==> src/rtl/pc_seq_ctl_pkg.sv <==
// rtl/pc_seq_ctl_pkg.sv - shared PC pre-control codes and sequencer state codes
package pc_seq_ctl_pkg;

    localparam logic [3:0] PC_IGN = 4'b0001;
    localparam logic [3:0] PC_KEP = 4'b0010;
    localparam logic [3:0] PC_IRQ = 4'b0100;
    localparam logic [3:0] PC_RST = 4'b1000;

    typedef enum logic [1:0] {
        PCS_RST  = 2'd0,
        PCS_RUN  = 2'd1,
        PCS_IRQ  = 2'd2,
        PCS_MASK = 2'd3
    } pcs_t;

endpackage

==> src/rtl/pc_seq_ctl_stat_cnt.sv <==
// rtl/pc_seq_ctl_stat_cnt.sv - debug event counter, optionally saturating
module stat_cnt #(
    parameter int W   = 16,
    parameter bit SAT = 1'b1
) (
    input  logic         clock,
    input  logic         rst_n,
    input  logic         inc,
    input  logic         clr,
    output logic [W-1:0] cnt
);

    always_ff @(posedge clock or negedge rst_n) begin
        if (!rst_n) begin
            cnt <= '0;
        end else if (clr) begin
            cnt <= '0;
        end else if (inc && !(SAT && (&cnt))) begin
            cnt <= cnt + 1'b1;
        end
    end

endmodule

==> src/rtl/pc_seq_ctl.sv <==
// rtl/pc_seq_ctl.sv - front-end PC sequencer: reset hold, stalls, interrupt redirect
module pc_seq_ctl
    import pc_seq_ctl_pkg::*;
#(
    parameter int RST_CYCLES = 4,
    parameter int STALL_CW   = 16,
    parameter int IRQ_CW     = 8
) (
    input  logic                clock,
    input  logic                rst_n,
    input  logic                irq_req,
    input  logic                irq_en,
    input  logic                in_delay_slot,
    input  logic                lu_hazard,
    input  logic                md_busy,
    input  logic                cnt_clr,
    output logic [3:0]          pc_prectl,
    output logic                rd_clk_cls,
    output logic                pipe_stall,
    output logic                pipe_flush,
    output logic                irq_ack,
    output logic                spc_we,
    output logic [STALL_CW-1:0] stall_cnt,
    output logic [IRQ_CW-1:0]   irq_cnt
);

    pcs_t       state, state_nxt;
    logic [3:0] hold_cnt;
    logic       stall_req;
    logic       stall_inc;
    logic       irq_inc;

    assign stall_req = lu_hazard | md_busy;

    always_ff @(posedge clock or negedge rst_n) begin
        if (!rst_n) begin
            state    <= PCS_RST;
            hold_cnt <= 4'd0;
        end else begin
            state    <= state_nxt;
            hold_cnt <= (state == PCS_RST) ? hold_cnt + 4'd1 : 4'd0;
        end
    end

    always_comb begin
        state_nxt  = state;
        pc_prectl  = PC_IGN;
        rd_clk_cls = 1'b0;
        pipe_stall = 1'b0;
        pipe_flush = 1'b0;
        irq_ack    = 1'b0;
        spc_we     = 1'b0;
        stall_inc  = 1'b0;
        irq_inc    = 1'b0;
        case (state)
            PCS_RST: begin
                pc_prectl  = PC_RST;
                rd_clk_cls = 1'b1;
                pipe_stall = 1'b1;
                if (hold_cnt == 4'(RST_CYCLES - 1))
                    state_nxt = PCS_RUN;
            end
            PCS_RUN, PCS_MASK: begin
                if (stall_req) begin
                    pc_prectl  = PC_KEP;
                    rd_clk_cls = 1'b1;
                    pipe_stall = 1'b1;
                    stall_inc  = 1'b1;
                end
                if (state == PCS_RUN) begin
                    if (irq_req && irq_en && !in_delay_slot && !stall_req)
                        state_nxt = PCS_IRQ;
                end else if (!irq_req) begin
                    // level must drop before another request can be taken
                    state_nxt = PCS_RUN;
                end
            end
            PCS_IRQ: begin
                pc_prectl  = PC_IRQ;
                pipe_flush = 1'b1;
                irq_ack    = 1'b1;
                spc_we     = 1'b1;
                irq_inc    = 1'b1;
                state_nxt  = PCS_MASK;
            end
            default: state_nxt = PCS_RST;
        endcase
    end

    stat_cnt #(.W(STALL_CW), .SAT(1'b1)) u_stall_cnt (
        .clock (clock),
        .rst_n (rst_n),
        .inc   (stall_inc),
        .clr   (cnt_clr),
        .cnt   (stall_cnt)
    );

    stat_cnt #(.W(IRQ_CW), .SAT(1'b0)) u_irq_cnt (
        .clock (clock),
        .rst_n (rst_n),
        .inc   (irq_inc),
        .clr   (cnt_clr),
        .cnt   (irq_cnt)
    );

endmodule

==> config.mk <==
export PLATFORM = sky130hd
export DESIGN_NAME = pc_seq_ctl
export DESIGN_NICKNAME = d
export VERILOG_FILES = /design/src/rtl/pc_seq_ctl_pkg.sv /design/src/rtl/pc_seq_ctl_stat_cnt.sv /design/src/rtl/pc_seq_ctl.sv
export SDC_FILE = /design/constraint.sdc
export NUM_CORES = 1
export LEC_CHECK = 0
export CAP_MARGIN = 20
export CORE_UTILIZATION = 53
export DETAILED_ROUTE_END_ITERATION = 16
export PLACE_DENSITY = 0.84
export RECOVER_POWER = 100
export SETUP_SLACK_MARGIN = 0.05
export SKIP_CTS_REPAIR_TIMING = 1
export SYNTH_ARGS = -nofsm -noshare
export SYNTH_HDL_FRONTEND = slang
export SYNTH_SLANG_ARGS = --single-unit
==> constraint.sdc <==
create_clock -name clock -period 3.99 [get_ports clock]
set_input_delay 0.399 -clock clock [delete_from_list [all_inputs] [get_ports clock]]
set_output_delay 0.399 -clock clock [all_outputs]
set_load 0.05 [all_outputs]
[Word-level counts from Yosys, hierarchy flattened]
Index checks and enable logic that the tools add are counted.
Word-level totals
  flip-flop bits (word level): 30
  bits of input ports: 8
  output and inout port bits: 33
Operators by class
  add/sub/neg operators: 3
  eq/ne operators: 7
  muxes and demuxes: 16
  bitwise logic cells: 1
  reductions and logical operators: 13
Operator list (count)
  two-way mux 16 bit: 2
  adder 16 x 1 -> 16 bit (second input constant): 1
  two-way mux 8 bit: 2
  AND reduction 16 bit: 1
  one-hot mux 4 bit (3 select lines): 1
  two-way mux 2 bit: 5
  adder 8 x 1 -> 8 bit (second input constant): 1
  inequality test 3 bit (second input constant): 2
  one-hot mux 2 bit (3 select lines): 1
  adder 4 x 1 -> 4 bit (second input constant): 1
  == test 2 bit (second input constant): 2
  == test 4 x 2 -> 1 bit (second input constant): 1
  logical AND 1 bit: 4
  two-way mux 4 bit: 1
  nonzero test 2 bit: 2
  logical NOT 1 bit: 3
  two-way mux 1 bit: 3
  AND reduction 3 bit: 1
  == test 2 x 1 -> 1 bit (second input constant): 1
  logical NOT 2 bit: 1
  inequality test 2 x 1 -> 1 bit (second input constant): 1
  one-hot mux 1 bit (2 select lines): 1
  OR reduction 2 bit: 1
  OR 1 bit: 1

[Longest topological paths before layout]
  depth in word-level cells: 6
  gate-level depth with buffers: 7
  mapped depth without buffers: 7

[Cells and area by module]
A second synthesis with hierarchy kept.
Second synthesis, totals
  cells, all modules: 171
  area, all modules: 1731.7 um2
By module, submodules not included
  stat_cnt (u_stall_cnt): times used 1, cells an instance 95, area an instance 919.6 um2
  pc_seq_ctl: times used 1, cells an instance 39, area an instance 415.4 um2
  stat_cnt (u_irq_cnt): times used 1, cells an instance 37, area an instance 396.6 um2

[Least setup slack after synthesis]
Ideal clock, no wire load.
  path kind: register to register
  from: register u_stall_cnt.cnt[0]
  to: register u_stall_cnt.cnt[1]
  arrival time: 2.007 ns
  required time: 3.853 ns
  path slack: 1.846 ns
  stages on the path, launching flop included: 8
  cell sequence: dfrtp_1 ha_1 nand4_1 nor4_4 buf_6 buf_12 nand3b_1 a21oi_2
On the way
  word-level cells in the longest chain between the ends: 4
  elaborated cells on any way between the ends: 7
  classes of those cells: add/sub: 1; mux: 2; reduce/logical: 4
Ends and longest elaborated chain
  start: declaration: RTL line pc_seq_ctl_stat_cnt.sv:10  | output logic [W-1:0] cnt
  start signal: assignment: RTL line pc_seq_ctl_stat_cnt.sv:19  | cnt <= cnt + 1'b1;
  parallel branches: the longest is 4 deep, another holds adder 16 x 1 -> 16 bit
Several ways; the timed one is not identified. The select of a mux whose other input is x is not followed.
A chain may end at the register's enable or synchronous reset.

[Worst setup path after layout]
  from: register state[1]
  to: output pc_prectl[1]
On the way
  word-level cells in the longest chain between the ends: 3
  elaborated cells on any way between the ends: 6
  classes of those cells: eq/ne: 3; mux: 1; reduce/logical: 2
Ends and longest elaborated chain
  start: declaration: RTL line pc_seq_ctl.sv:27  | pcs_t state, state_nxt;
  start signal: assignment: RTL line pc_seq_ctl.sv:40  | state <= state_nxt;
  == test 2 x 1 -> 1 bit / == test 2 bit (equally long branches): RTL line pc_seq_ctl.sv:55  | case (state)
  OR reduction 2 bit: RTL line pc_seq_ctl.sv:55
  one-hot mux 4 bit (3 select lines) *: RTL line pc_seq_ctl.sv:55
  end: declaration: RTL line pc_seq_ctl.sv:17  | output logic [3:0] pc_prectl,
Mark *: on every way between the ends. The rest lies on a longest branch, timed or not.

==> summary.txt <==
Timing
  – Slew margin rel.: -0.0804
  – Fin. Hold Viols: 0
  – Final setup vio count: 0
  – Final TNS setup: 0 ns
  – Fin Hold WS: 0.470 ns
  – Actual slew at the worst max-slew pin: 1.62 ns
  – FMAX: 305 MHz
  – RSZ-0062 raised after global routing: false
  – Final Max Slew Viols: 32
  – Min cycle time layout: 3.28 ns
  – Max Clock Skew: 0.00506 ns
  – Final clock period utilization by the worst path: 0.822

Yosys
  – Sequential area share after synthesis: 0.436
  – Dominant cells by area after synthesis: dfrtp_1 44%, o31ai_1 5.2%, or4_1 5.2%
  – Syn_nets: 186
  – FF+latch count, synth: 30
  – Ys async rst share: 1.00
  – Cell variety after synth: between 40 and 50
  – Commonest cells post-synth: 30 x dfrtp_1, 12 x a21oi_1, 12 x o31ai_1, 12 x or4_1
  – Most numerous cell in the Yosys netlist: dfrtp_1
  – Synth Instances: 171
  – Syn avg cell area: 10.1 µm²
  – Mapped Area: 0.00172 mm²
  – Top FF cell, synth: dfrtp_1
  – Post-synth top area cell: dfrtp_1
  – Syn. warnings: 0
  – Synth top area share: 0.436
  – Post-synth EDFFs: 0

Status
  – Status: finished with violations
  – Violated checks: max-capacitance violations, max-slew violations

Clocking
  – CTS Buf Count: 5
  – # clock sinks: 30
  – H-tree lvl count: 2
  – CTS max path bufs: 2
  – Latest clock arrival within the worst-skew pair: 0.33 ns
  – Clock slew seen by the registers of the worst setup and hold paths: 0.09 ns
  – TritonCTS clock tree: built
  – Root buffer cell: clkbuf_4

Cells and area
  – Area of the multi-input gates: 846 µm²
  – Fraction of layout cells with a size suffix above 1: 0.0766
  – Final nets: 224
  – Filler Cell Count: between 200 and 250
  – Register area: 751 µm²
  – ANT cells: 0
  – Area Growth Syn to Fin: 23.6%
  – Final Instance Area: about 0.0021 mm²

Critical path
  – Worst Path Arrival: 2.88 ns
  – Top cell by count, worst path: inv_1
  – CP Buf/Inv Count: 3
  – Critical Path Slowest Stage Cell: dlygate4sd3_1
  – Top cell family by delay on the critical path: buffers and inverters
  – Worst Path Class, Setup: flop to primary output
  – Worst path cell trace: inv_1 > ha_1 > o22ai_1 > inv_1 > dlygate4sd3_1
  – Worst EP required: ~3.6 ns
  – CP max FO: 12
  – Startpoint types: flop
  – CP endpoint kind: primary output
  – Max stage delay on crit path: 0.85 ns

Power and ir drop
  – Final Power: 1.02 mW
  – Lkg Pwr: 0.932 nW
  – VDD IR max: roughly 0.00037 V
  – PD cells: 481 mW/mm²

Routing
  – Routed WL: 3800 µm
  – Routed wire per std cell: between 15 and 20 µm
  – Number of DRC markers in iteration 0: 61
  – First drt pass iteration count: 4
  – DR vias: 1471
  – Final antenna-violating net count: 0
  – Drt drc: 0
  – Vias/cell: 5.81

Floorplanning
  – Height of the die: 59.0 µm
  – CORE AREA: 0.00308 mm²
  – I/O Pins: around 40
  – Initial Utilization: 0.560
  – Die area: 0.00348 mm²
  – Die X: about 59 µm
  – Placement Rows: 20

Placement
  – Routability cong.: just over 0.8
  – Number of port buffers: 40
  – Post-DP Area: between 0.002 and 0.0025 mm²
  – HPWL after DPL: 2670 µm

Job
  – Max-cap violations: 2

Global route
  – Largest net degree at the start of global routing: 31
  – Met1 Track Usage GR: 0.330
  – Met3 GRT Util: 0.0611
  – First-pass GRT wire length: 6550 µm
  – Initial antenna violation count: 0
  – Total grt overflow: 0
  – Vias in the first global route: approximately 1500
  – GR peak layer: met2
  – Grt met2 use: 0.412
  – Global-route usage over all layers: 0.254

Min path
  – Worst hold path class: flop to flop
-- through the flow --
| step | setup WS (ns) | utilization | instances |
|---|---|---|---|
| after floorplan | 1.85 | - | 171 |
| after global placement | 1.20 | 0.683 | 245 |
| after detailed placement | 1.13 | 0.683 | 245 |
| after CTS | 0.896 | 0.698 | 252 |
| after global routing | 0.456 | 0.692 | 253 |
| final | 0.709 | 0.692 | 253 |
-- state kept, by name (all words and copies together) (netlist names) --
| name | flops |
|---|---|
| state | 2 |
| u_irq_cnt.cnt | 8 |
| hold_cnt | 4 |
| u_stall_cnt.cnt | 16 |
-- power by group --
part	switching (mW)	internal, mW
clock network	0.104	0.0632
logic	0.327	0.152
registers	0.0430	0.335
-- routing by layer --
metal / part of all wire / vias up
met4: 0.016 / 0
met2: 0.49 / 37
met5: 0 / -
met1: 0.46 / 716
li1: - / 710
met3: 0.033 / 8
-- area by class of cell --
type                       instances  share of cell area
sequential                        30               0.353
multi-input combinational        124               0.397
clock buffer                       5              0.0176
clock inverter                     2             0.00470
inverter                           6              0.0106
timing repair buffer              42               0.192
tap                               44              0.0259
-- cell families (layout without fill, tap and decap cells) --
kind of cell	after synthesis	after routing	synth area share
flops	30	30	0.436
fa+ha+maj	7	7	0.0508
xor+xnor	7	7	0.0356
mux	4	4	0.0240
buf+inv	17	55	0.0625
compound gates	39	39	0.148
simple gates	67	67	0.243
-- layout by cell type (no fill, tap or decap), types with 2 or more instances in the layout --
master,count
clkbuf_1,2
or3_1,2
inv_1,6
o31ai_1,12
clkdlybuf4s50_1,5
clkinv_2,2
dlygate4sd3_1,35
a21oi_2,3
xnor2_1,4
and2_1,2
nand2_1,10
clkbuf_4,5
a21oi_1,13
ha_1,7
or4_1,12
nand3_1,9
nand4_1,5
xor2_1,3
dfrtp_1,30
o21ai_0,2
o21ai_1,3
nand2b_1,2
nor2_1,10
mux2i_1,3
and3_1,3
-- path summary, 6_finish.rpt --
| path | from | to | slack [ns] | cells past startpoint |
|---|---|---|---|---|
| worst min-delay path | hold_cnt[0] | hold_cnt[0] | 0.47 | 1 |
| worst min register to register | hold_cnt[0] | hold_cnt[0] | 0.47 | 1 |
| worst max register to register | u_stall_cnt.cnt[0] | u_stall_cnt.cnt[0] | 0.88 | 6 |
| worst max-delay path | state[1] | pc_prectl[1] | 0.71 | 5 |
| min in group asynchronous | rst_n | u_stall_cnt.cnt[11] | 1.00 | 2 |
| max in group asynchronous | rst_n | u_irq_cnt.cnt[6] | 2.05 | 2 |
Power figures use the tool's default switching activity.
